File: src/rtl/pipe_ctrl_pkg.sv
// Shared constants for the pipeline stall/flush controller: stage indices
// and default parameter values.
package pipe_ctrl_pkg;

    localparam int STG_F = 0;
    localparam int STG_D = 1;
    localparam int STG_X = 2;
    localparam int STG_M = 3;
    localparam int STG_W = 4;

    localparam int DEF_STAGES   = 5;
    localparam int DEF_BR_STAGE = STG_X;
    localparam int DEF_CNT_W    = 32;
    localparam int DEF_TIMEOUT  = 1024;

endpackage

File: src/rtl/pipe_ctrl_sat_counter.sv
// Saturating up-counter with synchronous active-low clear; holds at all-ones.
module sat_counter #(
    parameter int W = 8
) (
    input  logic         clk,
    input  logic         rst_n,
    input  logic         inc,
    output logic [W-1:0] q
);

    logic [W-1:0] q_reg;

    always_ff @(posedge clk) begin
        if (!rst_n) begin
            q_reg <= '0;
        end else if (inc && (q_reg != {W{1'b1}})) begin
            q_reg <= q_reg + 1'b1;
        end
    end

    assign q = q_reg;

endmodule

File: src/rtl/pipe_ctrl.sv
// Pipeline stall/flush controller: per-stage hold and bubble/redirect clears,
// latched fetch redirect, dmem-stall watchdog and saturating perf counters.
module pipe_ctrl
    import pipe_ctrl_pkg::*;
#(
    parameter int STAGES   = DEF_STAGES,
    parameter int BR_STAGE = DEF_BR_STAGE,
    parameter int CNT_W    = DEF_CNT_W,
    parameter int TIMEOUT  = DEF_TIMEOUT
) (
    input  logic              clk,
    input  logic              rst_n,
    input  logic [STAGES-1:0] hz_stall,
    input  logic              imem_stall,
    input  logic              dmem_stall,
    input  logic              redirect_valid,
    output logic [STAGES-1:0] stall,
    output logic [STAGES-1:0] flush,
    output logic              redirect_pending,
    output logic              timeout_err,
    output logic [CNT_W-1:0]  cnt_cycles,
    output logic [CNT_W-1:0]  cnt_stall,
    output logic [CNT_W-1:0]  cnt_flush
);

    logic              dmem_eff;
    logic [STAGES-1:0] hz_or;
    logic              redir_acc;
    logic              pending_reg;
    logic              pending_next;

    // An unknown dmem_stall must not freeze the pipe.
    assign dmem_eff = (dmem_stall === 1'b1);

    // hz_or[i] is the OR of hz_stall over stage i and every older stage.
    assign hz_or[STAGES-1] = hz_stall[STAGES-1];
    for (genvar gi = 0; gi < STAGES - 1; gi++) begin : g_hz_or
        assign hz_or[gi] = hz_stall[gi] | hz_or[gi+1];
    end

    assign stall[0] = dmem_eff | hz_or[0] | imem_stall;
    for (genvar gi = 1; gi < STAGES; gi++) begin : g_stall
        assign stall[gi] = dmem_eff | hz_or[gi];
    end

    assign redir_acc = redirect_valid & ~stall[BR_STAGE];

    // Fetch clear covers both a fresh redirect and one owed from a stalled fetch.
    assign flush[0] = ~stall[0] & (redir_acc | pending_reg);

    for (genvar gi = 1; gi < STAGES; gi++) begin : g_flush
        if (gi < BR_STAGE) begin : g_wrong_path
            assign flush[gi] = ~stall[gi] & (stall[gi-1] | redir_acc);
        end else begin : g_bubble
            assign flush[gi] = ~stall[gi] & stall[gi-1];
        end
    end

    assign pending_next = stall[0] & (pending_reg | redir_acc);

    always_ff @(posedge clk) begin
        if (!rst_n) begin
            pending_reg <= 1'b0;
        end else begin
            pending_reg <= pending_next;
        end
    end

    assign redirect_pending = pending_reg;

    sat_counter #(.W(CNT_W)) u_cnt_cycles (
        .clk   (clk),
        .rst_n (rst_n),
        .inc   (1'b1),
        .q     (cnt_cycles)
    );

    sat_counter #(.W(CNT_W)) u_cnt_stall (
        .clk   (clk),
        .rst_n (rst_n),
        .inc   (stall[0]),
        .q     (cnt_stall)
    );

    sat_counter #(.W(CNT_W)) u_cnt_flush (
        .clk   (clk),
        .rst_n (rst_n),
        .inc   (redir_acc),
        .q     (cnt_flush)
    );

    if (TIMEOUT > 0) begin : g_watchdog
        localparam int WD_W = $clog2(TIMEOUT + 1);
        localparam logic [WD_W-1:0] WD_LIMIT    = WD_W'(TIMEOUT);
        localparam logic [WD_W-1:0] WD_LIMIT_M1 = WD_W'(TIMEOUT - 1);

        logic            wd_clr_n;
        logic            wd_inc;
        logic [WD_W-1:0] wd_q;
        logic            err_reg;

        // A cycle without dmem_stall restarts the consecutive count.
        assign wd_clr_n = rst_n & dmem_eff;
        assign wd_inc   = dmem_eff & (wd_q != WD_LIMIT);

        sat_counter #(.W(WD_W)) u_wd (
            .clk   (clk),
            .rst_n (wd_clr_n),
            .inc   (wd_inc),
            .q     (wd_q)
        );

        always_ff @(posedge clk) begin
            if (!rst_n) begin
                err_reg <= 1'b0;
            end else if (wd_inc && (wd_q == WD_LIMIT_M1)) begin
                err_reg <= 1'b1;
            end
        end

        assign timeout_err = err_reg;
    end else begin : g_no_watchdog
        assign timeout_err = 1'b0;
    end

endmodule

File: config.mk
export PLATFORM = sky130hd
export DESIGN_NAME = pipe_ctrl
export DESIGN_NICKNAME = d
export VERILOG_FILES = /design/src/rtl/pipe_ctrl_pkg.sv /design/src/rtl/pipe_ctrl_sat_counter.sv /design/src/rtl/pipe_ctrl.sv
export SDC_FILE = /design/constraint.sdc
export NUM_CORES = 1
export LEC_CHECK = 0
export BUFFER_PORTS_ARGS = -buffer_cell sky130_fd_sc_hd__buf_4
export CAP_MARGIN = 20
export CORE_ASPECT_RATIO = 1.2
export CORE_MARGIN = 5
export CORE_UTILIZATION = 46
export DETAILED_ROUTE_END_ITERATION = 8
export GPL_ROUTABILITY_DRIVEN = 0
export GPL_TIMING_DRIVEN = 0
export PLACE_DENSITY = 0.69
export SYNTH_ARGS = -nofsm -noshare
export SYNTH_HDL_FRONTEND = slang
export SYNTH_SLANG_ARGS = --single-unit
File: constraint.sdc
create_clock -name clk -period 7.1 [get_ports clk]
set_input_delay 0.355 -clock clk [delete_from_list [all_inputs] [get_ports clk]]
set_output_delay 0.355 -clock clk [all_outputs]
set_load 0.1 [all_outputs]
==> impl_metrics.env, run 1 <==
export IMPL_status="finished, final reports clean"
export IMPL_pin_count=118
export IMPL_switching_share=0.2455
export IMPL_die_w_um=109.1
export IMPL_path_clk_slew_ns=0.07
export IMPL_die_h_um=129.0
export IMPL_p_sw_mw=0.2831
export IMPL_ys_types=46
export IMPL_htreeDepth=3
export IMPL_synth_top_area_share=0.4023
export IMPL_power_frac_clock=0.396
export IMPL_synth_most_common_cell="dfxtp_1"
export IMPL_synth_edf_count=0
export IMPL_post_route_min_period_ns=2.791
export IMPL_nets=810
export IMPL_synth_ff_latch_count=109
export IMPL_core_area_um2=11570
export IMPL_synth_common_cells="dfxtp_1 (109), a21oi_1 (67), nand2_1 (46)"
export IMPL_hold_viol=0
export IMPL_cp_end_kind="flip-flop"
export IMPL_synth_area_leaders="dfxtp_1 (40%), a21oi_1 (6.2%), or3_1 (4.6%)"
export IMPL_rsz0062_at_grt="no"
export IMPL_worst_setup_path_type="reg2reg"
export IMPL_drc=0
export IMPL_grt_pass1_wl_um=24380
export IMPL_yosys_warnings=0
export IMPL_cts_sinks=109
export IMPL_crit_required_ns=7.37
export IMPL_reg2reg_to="u_cnt_flush.q[19]"
export IMPL_leakage_nw=2.443
export IMPL_p_comb_frac=0.067
export IMPL_diodes=0
export IMPL_area_growth_pct=24.75
export IMPL_p_int_mw=0.8699
export IMPL_cts_resized_gates=0
export IMPL_numPortBuffers=117
export IMPL_yosysSeqAreaShare=0.4023
export IMPL_grt_busiest_layer="met2"
export IMPL_wl_per_cell_um=15.85
export IMPL_drtPass1Iterations=4
export IMPL_cts_tree="built"
export IMPL_yosysTopAreaCell="dfxtp_1"
export IMPL_slew_headroom=0.3616
export IMPL_synth_area_um2=5424
export IMPL_rows=43
export IMPL_reg2reg_depth=8
export IMPL_vias=5685
export IMPL_grt_util_met2=0.3630
export IMPL_grt_total_usage=0.2136
export IMPL_dieArea_um2=14070
export IMPL_synth_flop_cell="dfxtp_1"
export IMPL_dpl_cell_area_um2=6513
export IMPL_ff2ff_setup_slack_ns=4.31
export IMPL_cts_hold_fix_buffers=0
export IMPL_worstMarginPinSlew_ns=0.9503
export IMPL_hold_path_depth=3
export IMPL_fin_tns_setup_ns=0
export IMPL_final_period_utilization=0.3931
export IMPL_cts_root_buf="clkbuf_16"
export IMPL_hp_class="in2reg"
export IMPL_crit_fanout=10
export IMPL_syn_num_nets=681
export IMPL_overflow=0
export IMPL_syn_avg_cell_area_um2=8.144
export IMPL_whs_ns=0.3223
export IMPL_fill_cells=1116
export IMPL_antenna_left=0
export IMPL_post_route_cell_area_um2=6766
export IMPL_dp_hpwl_um=11220
export IMPL_max_freq_mhz=358.3
export IMPL_grt_pass1_vias=5117
export IMPL_p_per_area_nw_per_um2=170.4
export IMPL_startpoint="u_cnt_flush.q[16]"
export IMPL_wl_um=15170
export IMPL_cts_path_max_buffers=2
export IMPL_drv_cap=0
export IMPL_grt_max_degree=16
export IMPL_via_per_inst=5.940
export IMPL_synth_async_sr_flop_share=0
export IMPL_slew_viol_final=0
export IMPL_clkLatencyLatePin_ns=0.35
export IMPL_post_cts_buffers=0
export IMPL_numCtsBuffers=9
export IMPL_layout_drive_gt1_share=0.1750
export IMPL_antenna_found_initial=0
export IMPL_drt_iter0_drc=288
export IMPL_hold_path_end="g_watchdog.u_wd.q[9]"
export IMPL_crit_arrival_ns=3.06
export IMPL_start_util=0.4689
export IMPL_use_met3=0.03964
export IMPL_setup_viol=0
export IMPL_min_from="dmem_stall"
export IMPL_ir_worst_vdd_uv=98.04
export IMPL_grt_use_met1=0.2696
export IMPL_r2r_start="u_cnt_flush.q[16]"
export IMPL_pwr_share_seq=0.537
export IMPL_fin_skew_ns=0.006436
export IMPL_timing_critical_path_from_type="flip-flop"
export IMPL_synthCells=666
worst max path at each step:
| stage | endpoint | slack (ns) |
|---|---|---|
| after floorplan | flush[1] | 3.38 |
| after global placement | u_cnt_flush.q[29] | 3.37 |
| after detailed placement | u_cnt_stall.q[25] | 4.28 |
| after CTS | u_cnt_cycles.q[7] | 4.35 |
| after global routing | u_cnt_cycles.q[4] | 4.01 |
| final | u_cnt_flush.q[19] | 4.31 |
stage by stage:
| stage | worst slack, ns | total power, mW | std cells | util |
|---|---|---|---|---|
| 2_1_floorplan | 3.383 | 0.6872 | 666 | - |
| 3_3_place_gp | 3.372 | 0.7100 | 940 | 0.5618 |
| 3_5_place_dp | 4.276 | 0.7114 | 941 | 0.5630 |
| 4_1_cts | 4.347 | 1.163 | 957 | 0.5850 |
| 5_1_grt | 4.015 | 1.197 | 957 | 0.5850 |
| 6_report | 4.309 | 1.153 | 957 | 0.5850 |
worst max-delay path, stage by stage (launching register included):
cell      delay [ns]
dfxtp_1         0.46
and4_1          0.30
and2_1          0.14
clkbuf_1        0.29
a41o_1          0.34
clkbuf_1        0.39
clkbuf_1        0.44
o21ai_0         0.18
a21oi_1         0.16
cells by family after synthesis:
kind of cell    share of synthesized area
buf+inv                           0.03737
flops                              0.4023
mux                               0.01107
xor+xnor                          0.03875
compound gates                     0.1751
fa+ha+maj                         0.01153
simple gates                       0.3239
routing by layer:
metal  share of wire  up-vias
met5               0        -
met4           0.014        0
met3           0.061       18
met2            0.50      162
met1            0.42     2731
li1                -     2774
power by group through the flow:
| stage | Clock [mW] | Combinational [mW] | Sequential [mW] |
|---|---|---|---|
| global placement | 0 | 0.0764 | 0.634 |
| finish | 0.456 | 0.0772 | 0.620 |
| floorplan | 0 | 0.0312 | 0.656 |
| CTS | 0.466 | 0.0777 | 0.620 |
| detailed placement | 0 | 0.0776 | 0.634 |
| global route | 0.495 | 0.0823 | 0.620 |
cells in the final DEF, fill, tap and decap left out, types with 4 or more instances in the layout:
master,instances
buf_4,119
dfxtp_1,109
a21oi_1,67
nand2_1,46
nand3_1,41
or3_1,40
nor2_1,40
o21ai_0,39
clkbuf_1,33
nand4_1,32
or4_1,26
o31ai_1,23
and4_1,20
inv_1,20
and3_1,19
nor3_1,13
xnor2_1,12
xor2_1,12
and2_1,10
clkbuf_16,9
nand2b_1,8
mux2i_1,6
a31oi_1,6
nor4_1,5
o211ai_1,5
ha_1,5
o21a_1,4
layout make-up:
type | instances | area (um2) | share of cell area
buffer | 32 | 127.6 | 0.01886
clock buffer | 14 | 244.0 | 0.03606
clock inverter | 2 | 10.01 | 0.001479
inverter | 20 | 75.07 | 0.01109
multi-input combinational | 505 | 3045 | 0.4501
sequential | 109 | 2182 | 0.3225
tap | 157 | 196.4 | 0.02903
timing repair buffer | 118 | 885.9 | 0.1309
Power figures use the tool's default switching activity.
==> inputs of run 2 (changes only) <==
--- a/config.mk
+++ b/config.mk
@@ -13,7 +13,7 @@
 export DETAILED_ROUTE_END_ITERATION = 8
 export GPL_ROUTABILITY_DRIVEN = 0
 export GPL_TIMING_DRIVEN = 0
-export PLACE_DENSITY = 0.69
+export PLACE_DENSITY = 0.72
 export SYNTH_ARGS = -nofsm -noshare
 export SYNTH_HDL_FRONTEND = slang
 export SYNTH_SLANG_ARGS = --single-unit
==> constraint.sdc (replaced) <==
create_clock -name clk -period 2.3 [get_ports clk]
set_input_delay 0.115 -clock clk [delete_from_list [all_inputs] [get_ports clk]]
set_output_delay 0.115 -clock clk [all_outputs]
set_load 0.1 [all_outputs]
==> run 2 against run 1 <==
  * Critical path depth fell by 3
  * Core utilization rose by 4.6 points
  * Setup slack got worse by 4.3 ns
  * Non-clock buffer count rose by 15
  * Clock power rose to 3.3 times the previous value
  * Sequential cell count did not move
  * Final area rose by 7.9%
==> impl_metrics.env, run 2 (synthesized netlist as in run 1, its figures left out) <==
export IMPL_placed_cells=941
export IMPL_cts_tree="built"
export IMPL_cp_end_kind="flip-flop"
export IMPL_overflow=0
export IMPL_rsz0062_at_grt="yes"
export IMPL_start_util=0.4689
export IMPL_post_route_cell_area_um2=7300
export IMPL_area_growth_pct=34.58
export IMPL_final_period_utilization=0.9751
export IMPL_final_core_util=0.6310
export IMPL_numCtsBuffers=9
export IMPL_final_common_cell="buf_4"
export IMPL_grt_total_usage=0.2310
export IMPL_hold_viol=0
export IMPL_crit_required_ns=2.58
export IMPL_layout_common_cells="buf_4 (141), a21oi_1 (66), dfxtp_2 (50)"
export IMPL_grt_pass1_wl_um=26420
export IMPL_diodes=0
export IMPL_worst_slack_ns=0.05721
export IMPL_grt_max_degree=20
export IMPL_setup_viol=0
export IMPL_dieArea_um2=14070
export IMPL_ir_worst_vdd_uv=502.5
export IMPL_numPortBuffers=117
export IMPL_crit_arrival_ns=2.52
export IMPL_leakage_nw=2.640
export IMPL_grt_pass1_vias=5564
export IMPL_vias=5726
export IMPL_dpl_cell_area_um2=6780
export IMPL_max_freq_mhz=445.9
export IMPL_drtPass1Iterations=5
export IMPL_clkLatencyLatePin_ns=0.35
export IMPL_cts_path_max_buffers=2
export IMPL_pre_cts_slack_ns=-0.3388
export IMPL_htreeDepth=3
export IMPL_worstMarginPinSlew_ns=0.8982
export IMPL_crit_fanout=6
export IMPL_p_per_area_nw_per_um2=496.5
export IMPL_via_per_inst=5.891
export IMPL_status="finished, final reports clean"
export IMPL_antenna_left=0
export IMPL_antenna_found_initial=0
export IMPL_cts_hold_fix_buffers=0
export IMPL_die_w_um=109.1
export IMPL_slew_headroom=0.3966
export IMPL_layout_drive_gt1_share=0.3436
export IMPL_post_route_min_period_ns=2.243
export IMPL_rows=43
export IMPL_timing_critical_path_from_type="flip-flop"
export IMPL_path_clk_slew_ns=0.07
export IMPL_pin_count=118
export IMPL_dp_hpwl_um=11660
export IMPL_hp_class="in2reg"
export IMPL_final_cells=972
export IMPL_cts_root_buf="clkbuf_16"
export IMPL_fin_skew_ns=0.006985
export IMPL_drt_iter0_drc=274
export IMPL_drv_cap=0
export IMPL_wl_per_cell_um=16.56
export IMPL_slew_viol_final=0
export IMPL_crit_slowest_cell="or4_4"
export IMPL_die_h_um=129.0
export IMPL_worst_setup_path_type="reg2reg"
export IMPL_nets=825
export IMPL_worstPathCellList="nand4_4 > or4_4 > or4b_4 > or3_4 > a21oi_2"
export IMPL_drc=0
export IMPL_cts_sinks=109
export IMPL_cp_slowest_stage_delay_ns=0.60
export IMPL_whs_ns=0.07351
export IMPL_wl_um=16100
export IMPL_core_area_um2=11570
run 2: final timing paths:
check	from	endpoint	slack, ns	depth (start not counted)
worst min-delay path	dmem_stall	g_watchdog.u_wd.q[9]	0.07	3
worst max-delay path	u_cnt_stall.q[12]	u_cnt_stall.q[30]	0.06	5
worst min register to register	g_watchdog.u_wd.q[10]	g_watchdog.u_wd.q[10]	0.49	2
worst max register to register	u_cnt_stall.q[12]	u_cnt_stall.q[30]	0.06	5
run 2: timing repair:
action / in CTS / in global routing
setup endpoints to repair: 42 / 52
buffers inserted: 14 / 6
gates resized for setup: 20 / 18
pin swaps: 6 / 8
run 2: worst max-delay path: cells and delay by family (launching register included):
| family | cells | cell delay (ns) |
|---|---|---|
| compound gates | 1 | 0.12 |
| flops | 1 | 0.36 |
| simple gates | 4 | 1.69 |
run 2: stage by stage:
step,total power [mW],setup TNS [ns]
6_report,3.624,0
5_1_grt,3.740,-0.2191
4_1_cts,3.656,-0.2260
3_5_place_dp,2.157,-8.065
3_3_place_gp,2.150,-49.86
2_1_floorplan,2.079,-0.7604
run 2: final cells by class:
class | count | area (um2)
timing repair buffer | 138 | 1036
clock inverter | 1 | 5.005
clock buffer | 15 | 277.8
fill | 1010 | 4268
buffer | 27 | 123.9
inverter | 20 | 75.07
multi-input combinational | 505 | 3172
sequential | 109 | 2414
tap | 157 | 196.4
run 2: power breakdown:
part / leakage [nW] / switching, mW / internal [mW]
registers: 0.940 / 0.0144 / 1.85
logic: 1.56 / 0.194 / 0.0615
clock network: 0.140 / 0.680 / 0.825
total: 2.64 / 0.888 / 2.74
run 2: per-layer routing:
metal	GRT usage	wire [um]	vias up	part of all wire
met5	0	0	-	0
met4	0.1048	354	0	0.022
met3	0.03562	775	23	0.048
met2	0.4042	8394	159	0.52
met1	0.2762	6570	2749	0.41
li1	-	-	2795	-
